## config.mk

```make
export PLATFORM = sky130hd
export DESIGN_NAME = xmodem_message_rx_flat
export DESIGN_NICKNAME = d
export VERILOG_FILES = /design/src/rtl/xmodem_message_rx_if.sv /design/src/rtl/xmodem_message_rx.sv /design/src/flat_wrapper.sv
export SDC_FILE = /design/constraint.sdc
export NUM_CORES = 1
export LEC_CHECK = 0
export ABC_AREA = 0
export BUFFER_PORTS_ARGS = -buffer_cell sky130_fd_sc_hd__buf_4
export CAP_MARGIN = 0
export CORE_MARGIN = 2
export CORE_UTILIZATION = 35
export CTS_CLUSTER_SIZE = 8
export DETAILED_ROUTE_END_ITERATION = 10
export HOLD_SLACK_MARGIN = 0.15
export SYNTH_ARGS = -nofsm -noshare
export SYNTH_HDL_FRONTEND = slang
export SYNTH_SLANG_ARGS = --single-unit
```

## constraint.sdc

```tcl
create_clock -name clk -period 2.9 [get_ports clk]
set_input_delay 0.145 -clock clk [delete_from_list [all_inputs] [get_ports clk]]
set_output_delay 0.145 -clock clk [all_outputs]
set_load 0.05 [all_outputs]
```

## src/rtl/xmodem_message_rx_if.sv

```systemverilog
// Purpose: bundles the serial input, control inputs and packet/buffer outputs of the XMODEM receiver.
// Latency: none, this is wiring only.
// Backpressure: none; the consumer must take every wr_en / msg_valid / eot_seen strobe.
interface xmodem_message_rx_if #(
    parameter int DATA_BYTES = 128
);
    localparam int AW = $clog2(DATA_BYTES);

    logic          rx;
    logic          recv_enable;
    logic [7:0]    expected_blk;
    logic          wr_en;
    logic [AW-1:0] wr_addr;
    logic [7:0]    wr_data;
    logic          msg_valid;
    logic          msg_ok;
    logic [2:0]    msg_err;
    logic [7:0]    msg_blk;
    logic          eot_seen;
    logic          busy;

    modport master (
        output rx, recv_enable, expected_blk,
        input  wr_en, wr_addr, wr_data, msg_valid, msg_ok, msg_err, msg_blk, eot_seen, busy
    );

    modport slave (
        input  rx, recv_enable, expected_blk,
        output wr_en, wr_addr, wr_data, msg_valid, msg_ok, msg_err, msg_blk, eot_seen, busy
    );
endinterface

```

## src/rtl/xmodem_message_rx.sv

```systemverilog
// Purpose: 1-bit-per-clock UART deserializer plus XMODEM packet parser (SOH, blk, ~blk, data, checksum).
// Latency: byte events, data writes and packet results appear 1 cycle after the stop-bit sample.
// Backpressure: none; the upper layer must accept each strobe (at most one byte per 10 cycles).
module xmodem_message_rx #(
    parameter int DATA_BYTES     = 128,
    parameter int TIMEOUT_CYCLES = 65535
) (
    input logic               clk,
    input logic               rst_n,
    xmodem_message_rx_if.slave bus
);
    localparam int AW = $clog2(DATA_BYTES);
    localparam int TW = $clog2(TIMEOUT_CYCLES + 1);

    localparam logic [7:0] SOH = 8'h01;
    localparam logic [7:0] EOT = 8'h04;
    localparam logic [2:0] ERR_FRAME   = 3'd4;
    localparam logic [2:0] ERR_TIMEOUT = 3'd5;

    typedef enum logic [1:0] {D_IDLE, D_DATA, D_STOP} des_t;
    typedef enum logic [2:0] {P_IDLE, P_HUNT, P_GET_BLK, P_GET_BLKN, P_GET_DATA, P_GET_CSUM} pkt_t;

    des_t          r_des;
    logic [2:0]    r_bit_cnt;
    logic [7:0]    r_shift;

    pkt_t          r_state;
    logic [7:0]    r_blk;
    logic [7:0]    r_blkn;
    logic [7:0]    r_exp_blk;
    logic [7:0]    r_csum;
    logic [AW-1:0] r_idx;
    logic [TW-1:0] r_to_cnt;

    logic          r_wr_en;
    logic [AW-1:0] r_wr_addr;
    logic [7:0]    r_wr_data;
    logic          r_msg_valid;
    logic          r_msg_ok;
    logic [2:0]    r_msg_err;
    logic [7:0]    r_msg_blk;
    logic          r_eot;
    logic          r_busy;

    logic          w_start;
    logic          w_idle_hi;
    logic          w_byte_done;
    logic          w_frm_err;
    logic [7:0]    w_byte;
    logic          w_in_pkt;
    logic          w_timeout;
    logic [2:0]    w_chk_err;

    // Byte events are combinational on the stop sample so the parser acts on that same edge.
    assign w_start     = (r_des == D_IDLE) && !bus.rx;
    assign w_idle_hi   = (r_des == D_IDLE) &&  bus.rx;
    assign w_byte_done = (r_des == D_STOP) &&  bus.rx;
    assign w_frm_err   = (r_des == D_STOP) && !bus.rx;
    assign w_byte      = r_shift;
    assign w_in_pkt    = (r_state == P_GET_BLK) || (r_state == P_GET_BLKN) ||
                         (r_state == P_GET_DATA) || (r_state == P_GET_CSUM);
    assign w_timeout   = w_in_pkt && w_idle_hi && (r_to_cnt == TW'(TIMEOUT_CYCLES - 1));

    // Packet verdict at the checksum byte: header consistency beats block number beats checksum.
    always_comb begin
        w_chk_err = 3'd0;
        if ((r_blk ^ r_blkn) != 8'hFF) begin
            w_chk_err = 3'd1;
        end else if (r_blk != r_exp_blk) begin
            w_chk_err = 3'd2;
        end else if (r_csum != w_byte) begin
            w_chk_err = 3'd3;
        end
    end

    // Deserializer: start bit, 8 data bits MSB first, then one stop sample; next start may follow at once.
    always_ff @(posedge clk or negedge rst_n) begin
        if (!rst_n) begin
            r_des     <= D_IDLE;
            r_bit_cnt <= 3'd0;
            r_shift   <= 8'd0;
        end else begin
            case (r_des)
                D_IDLE: begin
                    if (!bus.rx) begin
                        r_des     <= D_DATA;
                        r_bit_cnt <= 3'd0;
                    end
                end
                D_DATA: begin
                    r_shift   <= {r_shift[6:0], bus.rx};
                    r_bit_cnt <= r_bit_cnt + 3'd1;
                    if (r_bit_cnt == 3'd7) begin
                        r_des <= D_STOP;
                    end
                end
                default: r_des <= D_IDLE;
            endcase
        end
    end

    // Packet FSM with registered strobes, results and the inter-byte idle timeout.
    always_ff @(posedge clk or negedge rst_n) begin
        if (!rst_n) begin
            r_state     <= P_IDLE;
            r_blk       <= 8'd0;
            r_blkn      <= 8'd0;
            r_exp_blk   <= 8'd0;
            r_csum      <= 8'd0;
            r_idx       <= '0;
            r_to_cnt    <= '0;
            r_wr_en     <= 1'b0;
            r_wr_addr   <= '0;
            r_wr_data   <= 8'd0;
            r_msg_valid <= 1'b0;
            r_msg_ok    <= 1'b0;
            r_msg_err   <= 3'd0;
            r_msg_blk   <= 8'd0;
            r_eot       <= 1'b0;
            r_busy      <= 1'b0;
        end else begin
            r_wr_en     <= 1'b0;
            r_msg_valid <= 1'b0;
            r_eot       <= 1'b0;

            // Idle count restarts on every start bit and only runs while inside a packet.
            if (!w_in_pkt || w_start) begin
                r_to_cnt <= '0;
            end else if (w_idle_hi && (r_to_cnt != TW'(TIMEOUT_CYCLES))) begin
                r_to_cnt <= r_to_cnt + 1'b1;
            end

            if (!bus.recv_enable) begin
                r_state <= P_IDLE;
                r_busy  <= 1'b0;
            end else begin
                case (r_state)
                    P_IDLE: r_state <= P_HUNT;
                    P_HUNT: begin
                        if (w_byte_done && (w_byte == SOH)) begin
                            r_state <= P_GET_BLK;
                            r_csum  <= 8'd0;
                            r_idx   <= '0;
                            r_busy  <= 1'b1;
                        end else if (w_byte_done && (w_byte == EOT)) begin
                            r_eot <= 1'b1;
                        end
                    end
                    default: begin
                        if (w_frm_err || w_timeout) begin
                            r_state     <= P_HUNT;
                            r_busy      <= 1'b0;
                            r_msg_valid <= 1'b1;
                            r_msg_ok    <= 1'b0;
                            r_msg_err   <= w_frm_err ? ERR_FRAME : ERR_TIMEOUT;
                            r_msg_blk   <= r_blk;
                        end else if (w_byte_done) begin
                            case (r_state)
                                P_GET_BLK: begin
                                    r_blk     <= w_byte;
                                    r_exp_blk <= bus.expected_blk;
                                    r_state   <= P_GET_BLKN;
                                end
                                P_GET_BLKN: begin
                                    r_blkn  <= w_byte;
                                    r_state <= P_GET_DATA;
                                end
                                P_GET_DATA: begin
                                    r_wr_en   <= 1'b1;
                                    r_wr_addr <= r_idx;
                                    r_wr_data <= w_byte;
                                    r_csum    <= r_csum + w_byte;
                                    r_idx     <= r_idx + 1'b1;
                                    if (r_idx == AW'(DATA_BYTES - 1)) begin
                                        r_state <= P_GET_CSUM;
                                    end
                                end
                                default: begin
                                    r_state     <= P_HUNT;
                                    r_busy      <= 1'b0;
                                    r_msg_valid <= 1'b1;
                                    r_msg_ok    <= (w_chk_err == 3'd0);
                                    r_msg_err   <= w_chk_err;
                                    r_msg_blk   <= r_blk;
                                end
                            endcase
                        end
                    end
                endcase
            end
        end
    end

    assign bus.wr_en     = r_wr_en;
    assign bus.wr_addr   = r_wr_addr;
    assign bus.wr_data   = r_wr_data;
    assign bus.msg_valid = r_msg_valid;
    assign bus.msg_ok    = r_msg_ok;
    assign bus.msg_err   = r_msg_err;
    assign bus.msg_blk   = r_msg_blk;
    assign bus.eot_seen  = r_eot;
    assign bus.busy      = r_busy;
endmodule
```

## src/flat_wrapper.sv

```systemverilog
// flat-port wrapper written by rule: the top's interface ports become plain ports
module xmodem_message_rx_flat 
#(
    parameter int DATA_BYTES     = 128,
    parameter int TIMEOUT_CYCLES = 65535
)
  (clk, rst_n, bus_rx, bus_recv_enable, bus_expected_blk, bus_wr_en, bus_wr_addr, bus_wr_data, bus_msg_valid, bus_msg_ok, bus_msg_err, bus_msg_blk, bus_eot_seen, bus_busy);
  xmodem_message_rx_if #(.DATA_BYTES(DATA_BYTES)) bus_i ();
  input logic clk;
  input logic rst_n;
  input wire logic [$bits(bus_i.rx)-1:0] bus_rx;
  input wire logic [$bits(bus_i.recv_enable)-1:0] bus_recv_enable;
  input wire logic [$bits(bus_i.expected_blk)-1:0] bus_expected_blk;
  output wire logic [$bits(bus_i.wr_en)-1:0] bus_wr_en;
  output wire logic [$bits(bus_i.wr_addr)-1:0] bus_wr_addr;
  output wire logic [$bits(bus_i.wr_data)-1:0] bus_wr_data;
  output wire logic [$bits(bus_i.msg_valid)-1:0] bus_msg_valid;
  output wire logic [$bits(bus_i.msg_ok)-1:0] bus_msg_ok;
  output wire logic [$bits(bus_i.msg_err)-1:0] bus_msg_err;
  output wire logic [$bits(bus_i.msg_blk)-1:0] bus_msg_blk;
  output wire logic [$bits(bus_i.eot_seen)-1:0] bus_eot_seen;
  output wire logic [$bits(bus_i.busy)-1:0] bus_busy;
  assign bus_i.rx = bus_rx;
  assign bus_i.recv_enable = bus_recv_enable;
  assign bus_i.expected_blk = bus_expected_blk;
  assign bus_wr_en = bus_i.wr_en;
  assign bus_wr_addr = bus_i.wr_addr;
  assign bus_wr_data = bus_i.wr_data;
  assign bus_msg_valid = bus_i.msg_valid;
  assign bus_msg_ok = bus_i.msg_ok;
  assign bus_msg_err = bus_i.msg_err;
  assign bus_msg_blk = bus_i.msg_blk;
  assign bus_eot_seen = bus_i.eot_seen;
  assign bus_busy = bus_i.busy;
  xmodem_message_rx #(.DATA_BYTES(DATA_BYTES), .TIMEOUT_CYCLES(TIMEOUT_CYCLES)) u_core (.clk(clk), .rst_n(rst_n), .bus(bus_i));
endmodule
```

# ---- Yosys cells after proc, flatten, opt, wreduce, memory -nomap -nowiden
# Index checks and enable logic that the tools add are counted.
# W data, S select, Z words.
dict set report word_totals {
  elab_cells 146
  regBits 102
  output_inout_bits 31
}
dict set report op_classes {
  n_eq_ne 27
  mux 57
  n_bitwise 4
  add_sub_neg 4
  n_reduce_logical 35
}
# operator n
set op_table {}
lappend op_table {{$mux W8} 7}
lappend op_table {{$mux W3} 11}
lappend op_table {{$mux W16} 2}
lappend op_table {{$mux W7} 4}
lappend op_table {{$mux W1} 23}
lappend op_table {{$add A16 B1 Y16 const B} 1}
lappend op_table {{$eq A16 B16 Y1 const B} 1}
lappend op_table {{$ne A16 B16 Y1 const B} 1}
lappend op_table {{$ne A8 B8 Y1} 2}
lappend op_table {{$pmux W8 S2} 1}
lappend op_table {{$reduce_and A5 Y1} 3}
lappend op_table {{$pmux W7 S2} 1}
lappend op_table {{$pmux W3 S2} 2}
lappend op_table {{$reduce_bool A2 Y1} 5}
lappend op_table {{$eq A3 B3 Y1 const B} 3}
lappend op_table {{$logic_and A1 B1 Y1} 9}
lappend op_table {{$pmux W3 S3} 1}
lappend op_table {{$add A8 B8 Y8} 1}
lappend op_table {{$eq A8 B1 Y1 const B} 1}
lappend op_table {{$eq A8 B3 Y1 const B} 1}
lappend op_table {{$ne A8 B8 Y1 const B} 1}
lappend op_table {{$reduce_and A4 Y1} 2}
lappend op_table {{$xor A8 B8 Y8} 1}
lappend op_table {{$add A7 B1 Y7 const B} 1}
lappend op_table {{other kinds (26)} 42}

# ---- Depth between registers and ports, before layout
dict set report depth {
  depth_word 10
  ltp_mapped 10
  mapped_depth_nobuf 9
}

# ---- Least setup slack after synthesis
# OpenSTA, ideal clock, no wires.
dict set report synth_path {
  path_kind {register to register}
  from {register u_core.r_to_cnt[0]}
  to {register u_core.r_blk[2]}
  stages_incl_launch_ff 11
  setup_time_ps 125
  arrival_time_ps 1945
  slack_ps 830
  path_cell_list {dfrtp_1 inv_1 ha_1 and3_1 nand4_1 o21ai_4 nor3_2 and3_1 buf_6 buf_12 mux2_4}
}
dict set report synth_via {
  elab_chain_cells 5
}
# element line
set synth_lines {}
lappend synth_lines {{start: declaration} xmodem_message_rx.sv:33} ;# logic [TW-1:0] r_to_cnt;
lappend synth_lines {{start signal: assignment} xmodem_message_rx.sv:130} ;# r_to_cnt <= r_to_cnt + 1'b1;
lappend synth_lines {{$eq A16 B16 Y1} xmodem_message_rx.sv:62} ;# assign w_timeout = w_in_pkt && w_idle_hi && (r_to_cnt == TW'(TIMEOUT_CYCLES - 1));
lappend synth_lines {{$logic_and A1 B1 Y1} xmodem_message_rx.sv:62}
lappend synth_lines {{$logic_or A1 B1 Y1} xmodem_message_rx.sv:150} ;# if (w_frm_err || w_timeout) begin
lappend synth_lines {{$not A1 Y1 (no source line)} -}
lappend synth_lines {{$reduce_and A5 Y1 (no source line)} -}
lappend synth_lines {{end signal: assignment} xmodem_message_rx.sv:160} ;# r_blk <= w_byte;
lappend synth_lines {{end: declaration} xmodem_message_rx.sv:28} ;# logic [7:0] r_blk;
# No other way between the ends.
# A chain may end at the register's enable or synchronous reset.

# ---- Worst setup path in the final report
dict set report layout_path {
  from {register u_core.r_shift[0]}
  to {register u_core.r_csum[6]}
}
dict set report layout_via {
  elab_chain_cells 5
}
# element line
set layout_lines {}
lappend layout_lines {{start: declaration} xmodem_message_rx.sv:25} ;# logic [7:0] r_shift;
lappend layout_lines {{start signal: assignment} xmodem_message_rx.sv:91} ;# r_shift <= {r_shift[6:0], bus.rx};
lappend layout_lines {{$add A8 B8 Y8} xmodem_message_rx.sv:172} ;# r_csum <= r_csum + w_byte;
lappend layout_lines {{$mux W8} xmodem_message_rx.sv:158} ;# case (r_state)
lappend layout_lines {{$mux W8} xmodem_message_rx.sv:157} ;# end else if (w_byte_done) begin
lappend layout_lines {{$mux W8} xmodem_message_rx.sv:150}
lappend layout_lines {{$pmux W8 S2} xmodem_message_rx.sv:137} ;# case (r_state)
lappend layout_lines {{end signal: assignment} xmodem_message_rx.sv:172}
lappend layout_lines {{end: declaration} xmodem_message_rx.sv:31} ;# logic [7:0] r_csum;
# Parallel ways exist; a longest one is shown, timed or not. The select of a mux whose other input is x is not followed.

==> metrics.log <==
INFO  metric path_depth = 9
INFO  metric critical_path.max_fanout = 8
INFO  metric post-dp-hpwl = 7.14 mm
INFO  metric postSynthNetCount = 499
INFO  metric worst-r2r-setup-slack = approximately 0.57 ns
INFO  metric area_occupied_by_registers = approximately 2600 sq um
INFO  metric yosysWarningCount = 0
INFO  metric ant_nets = 0
INFO  metric average_instance_area_after_synthesis = between 10 and 15 sq um
INFO  metric fin_util = 42.5%
INFO  metric ios = 43
INFO  metric ys_async_sr_fraction = between 90% and 100%
INFO  metric gp_routability_congestion = approximately 0.9
INFO  metric startpoint_of_the_most_critical_setup_path = u_core.r_shift[0]
INFO  metric synth_top_area_cells = dfrtp_1 52%, nand2_1 7.6%, mux2_2 4.8%
INFO  metric crit_path_max_incr_delay = about 0.48 ns
INFO  metric path_cells = ha_1, inv_1, fa_1, nor2b_1, o21ai_0, a21boi_0, o21a_1, or3_1, a31o_2
INFO  metric crit_family = compound AO/OA/AOI/OAI gates
INFO  metric min_cycle_time_layout = about 2.3 ns
INFO  metric synth_cell_types = 55
INFO  metric crit_buf_inv = 1
INFO  metric final_layout_size_suffix_gt1_share = just under 20%
INFO  metric clk-insertion-delay-late = approximately 0.35 ns
INFO  metric clockBufferDepth = 2
INFO  metric reg2reg_from = u_core.r_shift[0]
INFO  metric outcome = finished, final reports clean
INFO  metric yosysTopAreaCellShare = roughly 52%
INFO  metric drt-pass1-iter-count = 4
INFO  metric power_density = 587 nW/um^2
INFO  metric start_util = 35.5%
INFO  metric r2r.worst_path.cells = 9
INFO  metric area_growth_syn_to_layout = 19.5%
INFO  metric critPathCaptureType = register
INFO  metric max_clock_freq = approximately 430 MHz
INFO  metric fp.dieH = roughly 120 microns
INFO  metric multi_input_area = 2200 sq um
INFO  metric cellLeakagePower = roughly 0.0028 uW
INFO  metric pre_cts_slack = between 0.6 and 0.7 ns
INFO  metric antennaDiodeCount = 0
INFO  metric grt_pass1_wl = approximately 18 mm
INFO  metric crit_path_end = u_core.r_csum[6]
INFO  metric routed_wire_length_per_instance = 14.5 microns
INFO  metric clock_input_transition_at_the_sequential_cells_of_the_worst_setup_and_hold_paths = approximately 0.070 ns
INFO  metric worstHoldPathType = input port to async pin
INFO  metric fin_worst_skew = ~0.0065 ns
INFO  metric syn-instance-count = 474
INFO  metric place.port_buffers = between 40 and 50
INFO  metric drv_slew = 0
INFO  metric vias = ~3500
INFO  metric fp.dieW = roughly 120 microns
INFO  metric postSynthRegisterBits = just over 100
INFO  metric synth.yosys.seq_area_share = between 50 and 60%
INFO  metric cts-buffers-inserted = 9
INFO  metric cts-htree-levels = 3
INFO  metric synth_top_area_cell = dfrtp_1
INFO  metric critical-path-slowest-cell = dfrtp_1
INFO  metric finalSetupViolCount = 0
INFO  metric total_wire_length = 10.3 mm
INFO  metric antenna_violations_before_repair = 0
INFO  metric global_route.usage.total = approximately 15%
INFO  metric crit_required = ~3.1 ns
INFO  metric grt_setup_unrepaired = false
INFO  metric timing.max_slew.rel_slack = about half
INFO  metric finish.cell_count_without_fillers = about 710
INFO  metric worstSetupPathType = register to register
INFO  metric syn-cell-area = 4890 sq um
INFO  metric synth_enable_flop_cells = 0
INFO  metric fill_cells = between 1000 and 1500
INFO  metric layout_setup_ws = around 0.57 ns
INFO  metric cp_data_arrival_time = between 2 and 3 ns
INFO  metric min_period_over_period = 80.2%
INFO  metric vias_per_cell = 4.98
INFO  metric cts_num_sinks = ~100
INFO  metric drtIter0Drc = 255
INFO  metric timing.rr.end = u_core.r_csum[6]
INFO  metric final_nets = 552
INFO  metric remaining_drc_errors = 0
INFO  metric die_area = roughly 15000 sq um
INFO  metric dominant_synthesized_flop_cell = dfrtp_1
INFO  metric whs = ~0.36 ns
INFO  metric std_cell_rows = 43
INFO  metric cts_setup_buffers = 0
INFO  metric residual_overflow_from_global_routing = 0
INFO  metric start_kind = register
INFO  metric vdd_ir_drop_max = 407 uV
INFO  metric max-cap-violations = 0
INFO  metric coreArea = 13800 sq um
INFO  metric worst_max_slew_pin_slew = roughly 0.77 ns
INFO  metric root_buffer = clkbuf_16
INFO  metric cts_tree = built
INFO  metric maximum_number_of_pins_on_one_net_before_global_route_repair = 58
INFO  metric placedCellCount = approximately 690
INFO  metric via_count_of_the_first_global_routing_pass = between 3000 and 4000
INFO  metric final-hold-violation-count = 0
INFO  metric fin_setup_tns = 0 ns
==> power by group <==
part / switching [uW] / internal (uW)
clock network: 535 / 786
logic: 266 / 190
registers: 147 / 1510
==> layout by cell type (no fill, tap or decap), drive strengths merged, types with 4 or more instances in the layout <==
cell type	instances
inv	14
nand4	11
o22ai	4
nor2	36
dfrtp	102
buf	49
o21ai	25
clkbuf	10
and3	6
nor4	4
or3	7
ha	12
nor3b	5
xnor2	21
nand3	15
nand2	99
o41ai	4
xor2	13
a21oi	9
dlygate4sd3	11
mux2	31
nor3	5
==> cell usage after synthesis (all sizes together) (5+ instances only) <==
cell type / count
dfrtp: 102
nand2: 99
nor2: 36
mux2: 31
o21ai: 25
xnor2: 21
nand3: 15
inv: 13
xor2: 13
clkbuf: 12
ha: 12
nand4: 11
a21oi: 9
or3: 7
and3: 6
buf: 6
nor3: 5
nor3b: 5
==> worst min-delay path by stage <==
stage,start,to,slack (ns),cells past startpoint
2_1_floorplan,rst_n,u_core.bus.busy,-0.15,0
5_1_grt,rst_n,u_core.bus.wr_data[6],0.41,2
6_report,rst_n,u_core.r_csum[3],0.36,2
3_3_place_gp,rst_n,u_core.r_csum[5],0.20,1
4_1_cts,rst_n,u_core.r_to_cnt[7],0.37,2
3_5_place_dp,rst_n,u_core.r_csum[3],0.21,1
==> repair_timing <==
| action | in CTS | in global routing |
|---|---|---|
| resized for setup | 0 | 0 |
| hold buffers | 11 | 0 |
| endpoints found under the hold margin | 57 | 0 |
| endpoints found under the setup margin | 0 | 0 |
==> metrics by stage <==
| step | power [uW] | area, sq um |
|---|---|---|
| CTS | 3480 | 5850 |
| global placement | 2100 | 5400 |
| global route | 3630 | 5850 |
| detailed placement | 2120 | 5400 |
| finish | 3430 | 5850 |
| floorplan | 1940 | 4890 |
==> cells by family after synthesis <==
| logic type | synth area share (%) |
|---|---|
| AOI/OAI and AO/OA | 8.41 |
| muxes | 7.90 |
| adders and majority gates | 3.48 |
| DFF | 52.2 |
| and+or+nand+nor | 19.0 |
| xor gates and xnor gates | 6.09 |
| buffers and inverters | 2.94 |
==> layer usage <==
layer,part of all wire (%),GRT usage [%],wire [microns]
met1,49,21.0,5060
met2,47,23.0,4820
met3,3.9,4.28,401
met4,0.66,3.38,68
met5,0,0,0
==> sequential cells by signal, summed over array words and instances, names as in the netlist, 2 cells and up <==
signal and flops:
u_core.r_state 3, u_core.bus.wr_addr 7, u_core.bus.msg_blk 8, u_core.r_exp_blk 8, u_core.r_blk 8, u_core.r_des 2, u_core.r_idx 7, u_core.bus.wr_data 8
u_core.r_shift 8, u_core.r_bit_cnt 3, u_core.bus.msg_err 3, u_core.r_blkn 8, u_core.r_to_cnt 16, u_core.r_csum 8
==> layout make-up <==
cell class	instances	share of cell area (%)
inverter	13	0.835
clock inverter	6	1.60
timing repair buffer	60	8.39
clock buffer	10	4.09
multi-input combinational	341	37.6
tap	180	3.85
sequential	102	43.7
No activity file was read; power rests on OpenSTA's default activity.
